==> config.mk <==
export PLATFORM = sky130hd
export DESIGN_NAME = score_keeper
export DESIGN_NICKNAME = d
export VERILOG_FILES = /design/src/rtl/score_keeper.sv
export SDC_FILE = /design/constraint.sdc
export NUM_CORES = 1
export LEC_CHECK = 0
export CAP_MARGIN = 10
export CORE_MARGIN = 8
export CORE_UTILIZATION = 31
export CTS_CLUSTER_DIAMETER = 50
export DETAILED_ROUTE_END_ITERATION = 12
export GPL_ROUTABILITY_DRIVEN = 0
export GPL_TIMING_DRIVEN = 1
export SLEW_MARGIN = 20
export SYNTH_ARGS = -nofsm -noshare
export SYNTH_HDL_FRONTEND = slang
export SYNTH_SLANG_ARGS = --single-unit
export TNS_END_PERCENT = 20
==> constraint.sdc <==
create_clock -name clk_1khz -period 2.63 [get_ports clk_1khz]
set_input_delay 0.3945 -clock clk_1khz [delete_from_list [all_inputs] [get_ports clk_1khz]]
set_output_delay 0.3945 -clock clk_1khz [all_outputs]
set_load 0.02 [all_outputs]
==> src/rtl/score_keeper.sv <==
// score_keeper: two-digit BCD score (0..MAX_SCORE) driven by count_up /
// count_down event levels, with a time-multiplexed 2-digit 7-segment display.
//
// Ports:
//   clk_1khz     in   1  system clock, all state on rising edge
//   reset        in   1  asynchronous, active-high reset
//   count_up     in   1  increment request level (counted on its rising edge)
//   count_down   in   1  decrement request level (counted on its rising edge)
//   score_tens   out  4  BCD tens digit, registered
//   score_ones   out  4  BCD ones digit, registered
//   update_o     out  1  one-cycle pulse after an edge that changed the score
//   seg_o        out  7  {g,f,e,d,c,b,a} active-high, decoded from shown digit
//   digit_sel_o  out  2  one-hot digit enable: 01 = ones, 10 = tens
//
// Configuration macro: SCORE_WRAP_EN
//   defined   : score wraps MAX_SCORE -> 00 on up and 00 -> MAX_SCORE on down
//   undefined : score saturates at both limits (default build)
module score_keeper #(
  parameter int unsigned MAX_SCORE = 99,
  parameter int unsigned MUX_DIV   = 5
) (
  input  logic       clk_1khz,
  input  logic       reset,
  input  logic       count_up,
  input  logic       count_down,
  output logic [3:0] score_tens,
  output logic [3:0] score_ones,
  output logic       update_o,
  output logic [6:0] seg_o,
  output logic [1:0] digit_sel_o
);

  localparam int unsigned CNT_W = (MUX_DIV > 1) ? $clog2(MUX_DIV) : 1;
  localparam logic [3:0] MAX_TENS = 4'(MAX_SCORE / 10);
  localparam logic [3:0] MAX_ONES = 4'(MAX_SCORE % 10);
  localparam logic [CNT_W-1:0] CNT_LAST = CNT_W'(MUX_DIV - 1);

  typedef enum logic {
    SHOW_ONES = 1'b0,
    SHOW_TENS = 1'b1
  } mux_state_t;

  logic             up_q;
  logic             dn_q;
  logic             up_ev;
  logic             dn_ev;
  logic             at_max;
  logic             at_zero;
  logic [3:0]       next_tens;
  logic [3:0]       next_ones;
  logic             score_chg;
  mux_state_t       mux_state;
  logic [CNT_W-1:0] mux_cnt;
  logic [3:0]       shown_digit;

  // Rising-edge detect so a held request counts only once
  assign up_ev   = count_up & ~up_q;
  assign dn_ev   = count_down & ~dn_q;
  assign at_max  = (score_tens == MAX_TENS) && (score_ones == MAX_ONES);
  assign at_zero = (score_tens == 4'd0) && (score_ones == 4'd0);

  // Next BCD score; simultaneous up and down cancel
  always_comb begin
    next_tens = score_tens;
    next_ones = score_ones;
    score_chg = 1'b0;
    if (up_ev && !dn_ev) begin
      if (at_max) begin
`ifdef SCORE_WRAP_EN
        next_tens = 4'd0;
        next_ones = 4'd0;
        score_chg = 1'b1;
`endif
      end else begin
        score_chg = 1'b1;
        if (score_ones == 4'd9) begin
          next_ones = 4'd0;
          next_tens = score_tens + 4'd1;
        end else begin
          next_ones = score_ones + 4'd1;
        end
      end
    end else if (dn_ev && !up_ev) begin
      if (at_zero) begin
`ifdef SCORE_WRAP_EN
        next_tens = MAX_TENS;
        next_ones = MAX_ONES;
        score_chg = 1'b1;
`endif
      end else begin
        score_chg = 1'b1;
        if (score_ones == 4'd0) begin
          next_ones = 4'd9;
          next_tens = score_tens - 4'd1;
        end else begin
          next_ones = score_ones - 4'd1;
        end
      end
    end
  end

  // Score registers, input history and update pulse
  always_ff @(posedge clk_1khz or posedge reset) begin
    if (reset) begin
      up_q       <= 1'b0;
      dn_q       <= 1'b0;
      score_tens <= 4'd0;
      score_ones <= 4'd0;
      update_o   <= 1'b0;
    end else begin
      up_q       <= count_up;
      dn_q       <= count_down;
      score_tens <= next_tens;
      score_ones <= next_ones;
      update_o   <= score_chg;
    end
  end

  // Display mux FSM: each digit held for MUX_DIV cycles
  always_ff @(posedge clk_1khz or posedge reset) begin
    if (reset) begin
      mux_state   <= SHOW_ONES;
      mux_cnt     <= '0;
      digit_sel_o <= 2'b01;
    end else if (mux_cnt == CNT_LAST) begin
      mux_cnt <= '0;
      if (mux_state == SHOW_ONES) begin
        mux_state   <= SHOW_TENS;
        digit_sel_o <= 2'b10;
      end else begin
        mux_state   <= SHOW_ONES;
        digit_sel_o <= 2'b01;
      end
    end else begin
      mux_cnt <= mux_cnt + CNT_W'(1);
    end
  end

  assign shown_digit = (mux_state == SHOW_TENS) ? score_tens : score_ones;

  // Segment decode with leading-zero blanking of the tens digit
  always_comb begin
    seg_o = 7'h00;
    if (!((mux_state == SHOW_TENS) && (score_tens == 4'd0))) begin
      case (shown_digit)
        4'd0:    seg_o = 7'h3F;
        4'd1:    seg_o = 7'h06;
        4'd2:    seg_o = 7'h5B;
        4'd3:    seg_o = 7'h4F;
        4'd4:    seg_o = 7'h66;
        4'd5:    seg_o = 7'h6D;
        4'd6:    seg_o = 7'h7D;
        4'd7:    seg_o = 7'h07;
        4'd8:    seg_o = 7'h7F;
        4'd9:    seg_o = 7'h6F;
        default: seg_o = 7'h00;
      endcase
    end
  end

endmodule

## After elaboration in Yosys (flattened, before gate mapping)

Memories as Yosys holds them, arrays and structs flattened.
Index checks and enable logic that the tools add are counted.
Widths: inputs -> output; s select.

| cells by class | value |
|---|---|
| add/sub/neg operators | 5 |
| eq/ne operators | 6 |
| mux-type cells | 21 |
| bitwise gates (word level) | 4 |
| reduce and logical (&&, ||, !) cells | 13 |

Operator list:

| kind | number |
|---|---|
| $mux 4 | 13 |
| $add 4x1->4 const B | 2 |
| $eq 4x4->1 const B | 2 |
| $logic_not 4->1 | 2 |
| $sub 4x1->4 const B | 2 |
| $mux 7 | 1 |
| $logic_and 1x1->1 | 5 |
| $mux 1 | 5 |
| $reduce_and 5->1 | 1 |
| $ne 2x1->1 const B | 2 |
| $reduce_bool 2->1 | 2 |
| $add 3x1->3 const B | 1 |
| $eq 3x3->1 const B | 1 |
| $mux 3 | 1 |
| $reduce_and 3->1 | 1 |
| $and 1x1->1 | 2 |
| $logic_not 1->1 | 2 |
| $mux 2 | 1 |
| $ne 2x2->1 const B | 1 |
| $not 1->1 | 2 |

| word-level totals | value |
|---|---|
| flip-flop bits (word level) | 17 |
| memory bits (read-only) | 112 |
| input bits | 4 |
| logic and storage cells | 58 |
| memories | 1 |

Memory list:

| name | depth | width | read ports | clocked after Yosys merged registers in | write ports | RTL line | text |
|---|---|---|---|---|---|---|---|
| (name not given) | 16 | 7 | 1 | 0 | 0 | 145 | `case (shown_digit)` |

## Longest topological paths before layout

Gate-level depths: netlist of run 1.

| logic depth | value |
|---|---|
| depth after elaboration | 6 |
| gate-level depth with buffers | 8 |
| mapped depth without buffers | 8 |

## Worst setup path before layout of run 1

OpenSTA, ideal clock, no wires.

| timing | value |
|---|---|
| path kind | register to output |
| start | register score_ones[3] |
| end | output port seg_o[2] |
| arrival time | 1733 ps |
| data required time | 2236 ps |
| path slack | 502 ps |
| cell stages (with the launch flop) | 5 |
| buffers on the path | 1 |
| path through | dfrtp_1 > buf_2 > mux2i_1 > o21ai_0 > a31oi_1 |

| between the ends | value |
|---|---|
| longest elaborated chain between the ends | 3 |

Ends and longest elaborated chain:

| what | RTL line | text |
|---|---|---|
| start, declared | 27 | `output logic [3:0] score_ones,` |
| start signal, assigned | 114 | `score_ones <= next_ones;` |
| $mux 4 | 139 | `assign shown_digit = (mux_state == SHOW_TENS) ? score_tens : score_ones;` |
| $mem_v2 16x7 | n/a |  |
| $mux 7 | 144 | `if (!((mux_state == SHOW_TENS) && (score_tens == 4'd0))) begin` |
| end, declared | 29 | `output logic [6:0] seg_o,` |

Every way passes these cells.

==> results of run 1 <==
[how the worst max path moves through the flow]
stage,from,end,slack (ns),cells after the start
after floorplan,score_ones[3],seg_o[2],0.50,4
after global placement,digit_sel_o[1],seg_o[4],0.13,6
after detailed placement,digit_sel_o[1],seg_o[3],0.04,7
after CTS,digit_sel_o[1],seg_o[4],0.09,6
after global routing,digit_sel_o[1],seg_o[4],0.03,6
final,digit_sel_o[1],seg_o[4],0.11,6
[kinds of logic after synthesis]
group | Yosys count | share of synthesized area [%]
muxes | 10 | 9.21
buffers and inverters | 16 | 6.21
DFF | 16 | 33.2
and+or+nand+nor | 36 | 19.9
adders and majority gates | 11 | 12.0
AOI/OAI and AO/OA | 29 | 14.4
xor gates and xnor gates | 7 | 5.07
[sequential cells by signal (all words and copies together), names as in the netlist]
name / cells
digit_sel_o: 2
dn_q: 1
update_o: 1
score_tens: 4
up_q: 1
score_ones: 4
mux_cnt: 3
[critical path: stages, from the launching register on]
cell	delay, ns
dfrtp_2	0.45
mux2_2	0.40
ha_1	0.20
mux2_2	0.26
a22oi_1	0.18
a21oi_1	0.06
dlygate4sd2_1	0.32
[metrics by stage]
stage	std cells	total power [mW]	util, %	cell area (sq um)	setup slack [ns]
6_report	202	1.90	42.3	1570	0.108
3_3_place_gp	198	1.72	40.9	1520	0.134
5_1_grt	202	2.03	42.3	1570	0.0308
3_5_place_dp	198	1.76	40.9	1520	0.0392
2_1_floorplan	125	1.20	-	1210	0.502
4_1_cts	202	1.91	42.3	1570	0.0930
[synth_stat cells (3+ instances only)]
library cell / count
xnor2_1: 4
o21ai_0: 7
nand2_1: 10
a21oi_1: 11
nor3_1: 3
xor2_1: 3
ha_1: 10
mux2_2: 5
inv_1: 9
nor2_1: 6
buf_2: 3
dfrtp_1: 15
mux2i_1: 4
a31oi_1: 3
[cells in the final DEF (no fill, tap or decap), types with 6 or more instances in the layout]
master,n
ha_1,10
a21oi_1,11
nand2_1,10
clkdlybuf4s50_1,14
inv_1,9
buf_4,11
dlygate4sd2_1,7
nor2_1,6
o21ai_0,7
dfrtp_1,14
[routing by layer]
layer / wire length (um) / up-vias
met1: 1300 / 493
met3: 84 / 2
met2: 1470 / 14
li1: - / 506
met4: 27 / 0
met5: 0 / -
[area by class of cell]
| class | count | area [sq um] |
|---|---|---|
| multi-input cells | 93 | 736 |
| repair buffers | 32 | 284 |
| fillers | 374 | 2140 |
| inverters | 9 | 33.8 |
| clock buffers | 4 | 55.1 |
| well taps | 48 | 60.1 |
| flip-flops and latches | 16 | 403 |
[power by group]
part           internal [mW]  total (mW)  switching (mW)
clock                  0.133       0.221          0.0882
sequential             0.306       0.361          0.0549
combinational          0.566        1.31           0.747
total                   1.01        1.90           0.891
==> summary.md, run 1 <==
| Metric | Value |
|---|---|
| Iteration-0 DRC count of the detailed router | 16 |
| Gr usage total | 9.51% |
| Synth Warn # | 0 |
| Avg Cell Area, Syn | 9.67 sq um |
| RSZ-0062 raised after global routing | no |
| Worst Setup End Kind | primary output |
| GR Util met2 | 16.7% |
| WP data required | 2.24 ns |
| Drt via density | 5.02 |
| Layout cells sized above 1 | 19.5% |
| Cell variety after synth | 43 |
| Fraction of registers with async set/reset | 100% |
| Seq cells post-synth | 16 |
| WL final | 2.88 mm |
| Yosys top cell area share | 31.1% |
| Max cap viols | 0 |
| Largest net degree at the start of global routing | 17 |
| Largest cells by area after synthesis | dfrtp_1, ha_1, mux2_2 |
| Clk_skew | 0.00810 ns |
| Post-Syn Instances | 125 |
| WL/cell | 14.3 um |
| Worst Setup Path Type | reg2out |
| Hold Crit Start | mux_cnt[0] |
| Worst r2r src | dn_q |
| Final hold viol count | 0 |
| I/O pins | 22 |
| RR Endpoint | score_tens[1] |
| Initial core utilization | 32.5% |
| Destination of the worst hold path | mux_cnt[0] |
| Seq/Total Area, Yosys | 33.2% |
| Total negative setup slack | 0 ns |
| DP HPWL | 2.21 mm |
| CTS Buf Count | 3 |
| Synthesized net count | 140 |
| Post-CTS sizing | 9 |
| Busiest grt layer | met2 |
| Clock sink count | 16 |
| First-pass GRT wire length | 4.88 mm |
| Hold Buf Count CTS | 0 |
| Via count | 1015 |
| H-tree depth | 1 |
| Routed Antenna Nets | 0 |
| Top_reg_cell synth | dfrtp_1 |
| Status | completed |
| Peak Freq | 397 MHz |
| Tmin final | 2.52 ns |
| Headroom to the max-slew limit | 55.9% |
| Met1 Use GR | around 11% |
| Period utilization | 95.9% |
| Worst-Skew Late Latency | between 0.2 and 0.3 ns |
| Clock buffer depth | 2 |
| Synth area leader | dfrtp_1 |
| Min Hold Slack | 0.459 ns |
| Pwr Density | 1210 nW/um^2 |
| GR Layer Usage met3 | 2.05% |
| Die Area | 6150 sq um |
| Post-CTS Setup Repair Bufs | 0 |
| Root buf cell | clkbuf_8 |
| Startpoint types | register |
| # DRC | 0 |
| Core Rows | 22 |
| Grt total ovfl | 0 |
| CTS tree | done |
| Final Max Tran Viols | 0 |
| Leak | 0.702 nW |
| Die Span X | 78.4 um |
| Vias in the first global route | 1035 |
| Reg-to-reg slack, setup | slightly below 0.6 ns |
| Antenna violations before repair | 0 |
| Hold Path Cell Cnt | 1 |
| Worst Path Arrival | 2.13 ns |
| Final setup violation count | 0 |
| Core box area | 3720 sq um |
| Peak VDD IR | 297 uV |
| DRT Pass-1 Iters | 4 |
| Die height | 78.4 um |
| Post-synth EDFFs | 0 |
| FF-to-FF path depth | 6 |
| HP Class | reg2reg |
| Port bufs | 21 |
| N_diodes | 0 |
| Final nets | 170 |
| Clk slew on worst S/H paths | 0.07 ns |
| Worst slew pin tran | 0.655 ns |
| Mapped cell area | between 1000 and 1500 sq um |
| Post-synthesis to final-layout area growth | 30.0% |
| Worst Path Max Fanout | 7 |
(Power assumes the default switching activity.)
==> run 2, diff against run 1 <==
--- a/config.mk
+++ b/config.mk
@@ -11,7 +11,7 @@
 export CTS_CLUSTER_DIAMETER = 50
 export DETAILED_ROUTE_END_ITERATION = 12
 export GPL_ROUTABILITY_DRIVEN = 0
-export GPL_TIMING_DRIVEN = 1
+export GPL_TIMING_DRIVEN = 0
 export SLEW_MARGIN = 20
 export SYNTH_ARGS = -nofsm -noshare
 export SYNTH_HDL_FRONTEND = slang
==> summary.md, run 2 (synthesis gave the netlist of run 1 again) <==
| Metric | Value |
|---|---|
| Status | completed |
| Antenna violations before repair | 0 (unchanged) |
| Part of the power in combinational logic | 65.5% (-3.8 points) |
| Sequential share of power | 24.0% (+4.9 points) |
| Clk slew on worst S/H paths | 0.06 ns (about the same) |
| Routed Antenna Nets | 0 (unchanged) |
| Final Max Tran Viols | 0 (unchanged) |
| WL final | 2.67 mm (-7.3%) |
| Non-Filler Instances | 198 (-2.0%) |
| Peak Freq | 401 MHz (+1.2%) |
| Post-place instance area | 1480 sq um (-2.7%) |
| Core Rows | 22 (unchanged) |
| Drt via density | 5.07 (+0.81%) |
| Largest net degree at the start of global routing | 17 (unchanged) |
| Startpoint types | register |
| CTS tree | done |
| H-tree depth | 1 (unchanged) |
| Peak VDD IR | 258 uV (-13%) |
| Clock buffer depth | 2 (unchanged) |
| Biggest regs | score_ones (4), score_tens (4), mux_cnt (3) |
| Min Hold Slack | 0.472 ns (+0.0132 ns) |
| Grt total ovfl | 0 (unchanged) |
| Worst slew pin tran | 0.596 ns (-0.0586 ns) |
| Headroom to the max-slew limit | 60.2% (+4.3 points) |
| CTS Buf Count | 3 (unchanged) |
| HP Class | reg2reg |
| Pwr Density | 1170 nW/um^2 (-3.3%) |
| Post-CTS Setup Repair Bufs | 0 (unchanged) |
| Cell count after placement | 194 (-2.0%) |
| Vias in the first global route | 978 (-5.5%) |
| Slowest cell on crit path | mux2_2 |
| Clk_skew | 0.00255 ns (-0.00555 ns) |
| WL/cell | 13.5 um (-5.4%) |
| Tmin final | 2.49 ns (-0.0301 ns) |
| Iteration-0 DRC count of the detailed router | 58 (+42) |
| Worst Path Max Fanout | 9 (+2) |
| Layout cells sized above 1 | 16.0% (-3.5 points) |
| Initial core utilization | 32.5% (unchanged) |
| First-pass GRT wire length | 4.58 mm (-6.1%) |
| Gr usage total | 9.03% (-0.48 points) |
| Die height | 78.4 um (unchanged) |
| Final nets | 166 (-2.4%) |
| Commonest non-fill, non-tap cell in the layout | dfrtp_1 |
| DRT Pass-1 Iters | 4 (unchanged) |
| Leak | 0.664 nW (-5.4%) |
| Switching portion of total power | 48.4% (+1.4 points) |
| WP data required | 2.24 ns (about the same) |
| RSZ-0062 raised after global routing | no |
| # DRC | 0 (unchanged) |
| Root buf cell | clkbuf_8 |
| Clock sink count | 16 (unchanged) |
| Worst Setup End Kind | primary output |
| DP HPWL | 2.08 mm (-6.2%) |
| Core box area | 3720 sq um (unchanged) |
| Commonest non-fill, non-tap cells in the layout | dfrtp_1, clkdlybuf4s50_1, a21oi_1, nand2_1, ha_1 |
| Via count | 1003 (-1.2%) |
| Final Cell Area | 1540 sq um (-1.8%) |
| Die Area | 6150 sq um (unchanged) |
| Worst Setup Path Type | reg2out |
| Delay-heaviest family, CP | buffers and inverters |
| Port bufs | 21 (unchanged) |
| Max cap viols | 0 (unchanged) |
| Post-synthesis to final-layout area growth | 27.6% |
| Worst Path Arrival | 2.10 ns (-0.03 ns) |
| Final hold viol count | 0 (unchanged) |
| Period utilization | 94.7% (-1.1 points) |
| Worst-Skew Late Latency | 0.25 ns (about the same) |
| Final setup violation count | 0 (unchanged) |
| Die Span X | 78.4 um (unchanged) |
| CP max stage delay | 0.39 ns (-0.06 ns) |
| I/O pins | 22 (unchanged) |
| Internal | 0.930 mW (-7.6%) |
| Clock power share | 10.6% (-1.1 points) |
| Sw Pwr | 0.871 mW (-2.2%) |
| Buf/Inv on CP | 3 (+2) |
| N_diodes | 0 (unchanged) |
| Hold Buf Count CTS | 0 (unchanged) |
| Total negative setup slack | 0 ns (unchanged) |
| CP Cell Sequence | buf_6 -> mux2_2 -> inv_1 -> ha_1 -> o21ai_0 -> a21oi_1 -> dlygate4sd2_1 |
[run 2: cell count changes in the layout (fill, tap and decap cells not counted), moves of 2 or more]
cell / change
buf_2: +2
buf_4: -10
buf_6: +2
clkbuf_1: +2
mux2i_4: +2
[run 2: final timing paths]
path | slack (ns) | depth (start not counted) | startpoint | to
worst max-delay path | 0.14 | 7 | digit_sel_o[1] | seg_o[3]
worst min-delay path | 0.47 | 1 | mux_cnt[0] | mux_cnt[0]
worst max register to register | 0.53 | 7 | up_q | score_ones[3]
worst min register to register | 0.47 | 1 | mux_cnt[0] | mux_cnt[0]
max in group asynchronous | 1.73 | 2 | reset | score_tens[1]
min in group asynchronous | 0.51 | 2 | reset | up_q
[run 2: per-stage QoR]
| stage | utilization [%] | total power [mW] | setup slack (ns) |
|---|---|---|---|
| floorplan | - | 1.20 | 0.502 |
| global placement | 39.8 | 1.65 | -0.0291 |
| detailed placement | 39.8 | 1.67 | -0.0726 |
| CTS | 41.6 | 1.81 | 0.00953 |
| global route | 41.5 | 1.95 | 0.00222 |
| finish | 41.5 | 1.80 | 0.138 |
[run 2: repair_timing]
action | in CTS | in global routing
endpoints found under the setup margin | 7 | 2
gates resized for setup | 13 | 3
gates cloned | 0 | 0
[run 2: layout make-up]
class / instances / area (sq um)
Buffer: 7 / 47.5
Clock buffer: 4 / 45.0
Fill cell: 376 / 2170
Inverter: 9 / 33.8
Multi-Input combinational cell: 93 / 757
Sequential cell: 16 / 402
Tap cell: 48 / 60.1
Timing Repair Buffer: 21 / 198
[run 2: power groups by stage]
stage                     Combinational [mW]  Sequential (mW)  Clock [mW]
after floorplan                        0.729            0.466           0
after global placement                  1.23            0.420           0
after detailed placement                1.25            0.425           0
after CTS                               1.19            0.430       0.197
after global routing                    1.29            0.447       0.207
final                                   1.18            0.432       0.190
[run 2: metal layers]
metal	up-vias	GRT usage, %	wire length, um
met1	479	10.3	1140
met4	0	3.89	51
met2	19	15.8	1390
met5	-	0	0
li1	497	-	-
met3	8	1.94	99
[run 2: worst reg2reg max path, cell delays in order, from the launching register on]
cell and delay (ns):
dfrtp_1 0.36, nor2b_1 0.16, ha_1 0.21, clkbuf_1 0.36, nor3_1 0.12, a31oi_1 0.21, o21ai_0 0.23, a211o_1 0.34
==> run 3, diff against run 2 <==
--- a/config.mk
+++ b/config.mk
@@ -12,6 +12,7 @@
 export DETAILED_ROUTE_END_ITERATION = 12
 export GPL_ROUTABILITY_DRIVEN = 0
 export GPL_TIMING_DRIVEN = 0
+export MAX_ROUTING_LAYER = met4
 export SLEW_MARGIN = 20
 export SYNTH_ARGS = -nofsm -noshare
 export SYNTH_HDL_FRONTEND = slang
==> summary.md, run 3 (synthesis gave the netlist of run 1 again) <==
| Metric | Value |
|---|---|
| Port bufs | 21 (unchanged) |
| Grt total ovfl | 0 (unchanged) |
| N_diodes | 0 (unchanged) |
| Initial core utilization | 32.5% (unchanged) |
| Fin util | 41.5% (unchanged) |
| Buf/Inv on CP | 3 (unchanged) |
| Gr usage total | 9.27% (+0.24 points) |
| Clock buffer depth | 2 (unchanged) |
| Final nets | 166 (unchanged) |
| Routed Antenna Nets | 0 (unchanged) |
| Die height | 78.4 um (unchanged) |
| Startpoint types | register |
| Leak | 0.664 nW (unchanged) |
| Via count | 1006 (+0.30%) |
| Post-synthesis to final-layout area growth | 27.6% (unchanged) |
| Root buf cell | clkbuf_8 |
| DP HPWL | 2.08 mm (unchanged) |
| Total power draw | 1.80 mW (about the same) |
| CTS Buf Count | 3 (unchanged) |
| Worst slew pin tran | 0.598 ns (+0.00221 ns) |
| Final Max Tran Viols | 0 (unchanged) |
| Worst Path Max Fanout | 9 (unchanged) |
| Largest net degree at the start of global routing | 17 (unchanged) |
| CP max stage delay | 0.39 ns (about the same) |
| Die Span X | 78.4 um (unchanged) |
| WL/cell | 13.5 um (about the same) |
| DRT Pass-1 Iters | 4 (unchanged) |
| Hold Crit Start | mux_cnt[0] |
| Status | completed |
| CP Cell Sequence | buf_6 -> mux2_2 -> inv_1 -> ha_1 -> o21ai_0 -> a21oi_1 -> dlygate4sd2_1 |
| WP data required | 2.24 ns (about the same) |
| Slowest cell on crit path | mux2_2 |
| H-tree depth | 1 (unchanged) |
| # DRC | 0 (unchanged) |
| Worst Setup Path Type | reg2out |
| Clk_skew | 0.00247 ns (-0.0000767 ns) |
| Headroom to the max-slew limit | 60.1% (-0.15 points) |
| Total negative setup slack | 0 ns (unchanged) |
| HP Class | reg2reg |
| Peak VDD IR | 259 uV (about the same) |
| Vias in the first global route | 979 (+0.10%) |
| Worst r2r src | up_q |
| Commonest non-fill, non-tap cells in the layout | dfrtp_1, clkdlybuf4s50_1, a21oi_1, nand2_1, ha_1 |
| First-pass GRT wire length | 4.57 mm (-0.15%) |
| Antenna violations before repair | 0 (unchanged) |
| Iteration-0 DRC count of the detailed router | 33 (-43%) |
| Layout cells sized above 1 | 16.0% (unchanged) |
| Biggest regs | score_ones (4), score_tens (4), mux_cnt (3) |
| DP Worst Slack | -0.0726 ns (unchanged) |
| Core box area | 3720 sq um (unchanged) |
| Delay-heaviest family, CP | buffers and inverters |
| Period utilization | 94.7% (about the same) |
| Final hold viol count | 0 (unchanged) |
| CTS tree | done |
| Clock sink count | 16 (unchanged) |
| Drt via density | 5.08 (+0.30%) |
| I/O pins | 22 (unchanged) |
| Hold Buf Count CTS | 0 (unchanged) |
| Worst Path Arrival | 2.10 ns (about the same) |
| Worst-Skew Late Latency | 0.25 ns (about the same) |
| Pwr Density | 1170 nW/um^2 (about the same) |
| Core Rows | 22 (unchanged) |
| Clk slew on worst S/H paths | 0.06 ns (about the same) |
| Setup WS post-layout | 0.139 ns (+0.000494 ns) |
| Worst Setup End Kind | primary output |
| WL final | 2.67 mm (about the same) |
| RSZ-0062 raised after global routing | no |
| Critical Path Start | digit_sel_o[1] |
| Tmin final | 2.49 ns (-0.000494 ns) |
| Commonest non-fill, non-tap cell in the layout | dfrtp_1 |
| Die Area | 6150 sq um (unchanged) |
| Max cap viols | 0 (unchanged) |
| Peak Freq | 401 MHz (about the same) |
| Final setup violation count | 0 (unchanged) |
## run 3: where the power goes
group | switching (mW) | internal [mW] | leakage (nW) | total, mW
Clock | 0.0826 | 0.107 | 0.0228 | 0.190
Sequential | 0.126 | 0.305 | 0.188 | 0.432
Combinational | 0.663 | 0.517 | 0.453 | 1.18
## run 3: stage by stage
step | area (sq um) | hold slack, ns | cells
2_1_floorplan | 1210 | 0.308 | 125
3_3_place_gp | 1480 | 0.439 | 194
3_5_place_dp | 1480 | 0.466 | 194
4_1_cts | 1550 | 0.475 | 198
5_1_grt | 1540 | 0.490 | 198
6_report | 1540 | 0.472 | 198
## run 3: worst paths after layout
check	slack, ns	to	cells past startpoint
setup / recovery	0.14	seg_o[3]	7
hold / removal	0.47	mux_cnt[0]	1
setup reg to reg	0.54	score_ones[3]	7
hold reg to reg	0.47	mux_cnt[0]	1
max in group asynchronous	1.72	score_tens[1]	2
min in group asynchronous	0.52	up_q	2
## run 3: cell type report
| cell class | instances | area, sq um |
|---|---|---|
| Sequential cell | 16 | 402 |
| Fill cell | 376 | 2170 |
| Multi-Input combinational cell | 93 | 757 |
| Clock buffer | 4 | 45.0 |
| Tap cell | 48 | 60.1 |
| Timing Repair Buffer | 21 | 198 |
| Buffer | 7 | 47.5 |
| Inverter | 9 | 33.8 |
## run 3: per-layer routing
| layer | part of all wire (%) | wire, um | GRT usage [%] |
|---|---|---|---|
| met5 | 0 | 0 | - |
| met1 | 43 | 1150 | 10.2 |
| met3 | 3.3 | 89 | 1.94 |
| met2 | 52 | 1380 | 15.8 |
| met4 | 1.9 | 51 | 3.89 |
## run 3: timing repair
item                                    4_1_cts  5_1_grt
endpoints found under the setup margin        7        2
endpoints found under the hold margin         0        0
resized for setup                            13        3
buffers inserted                              0        0
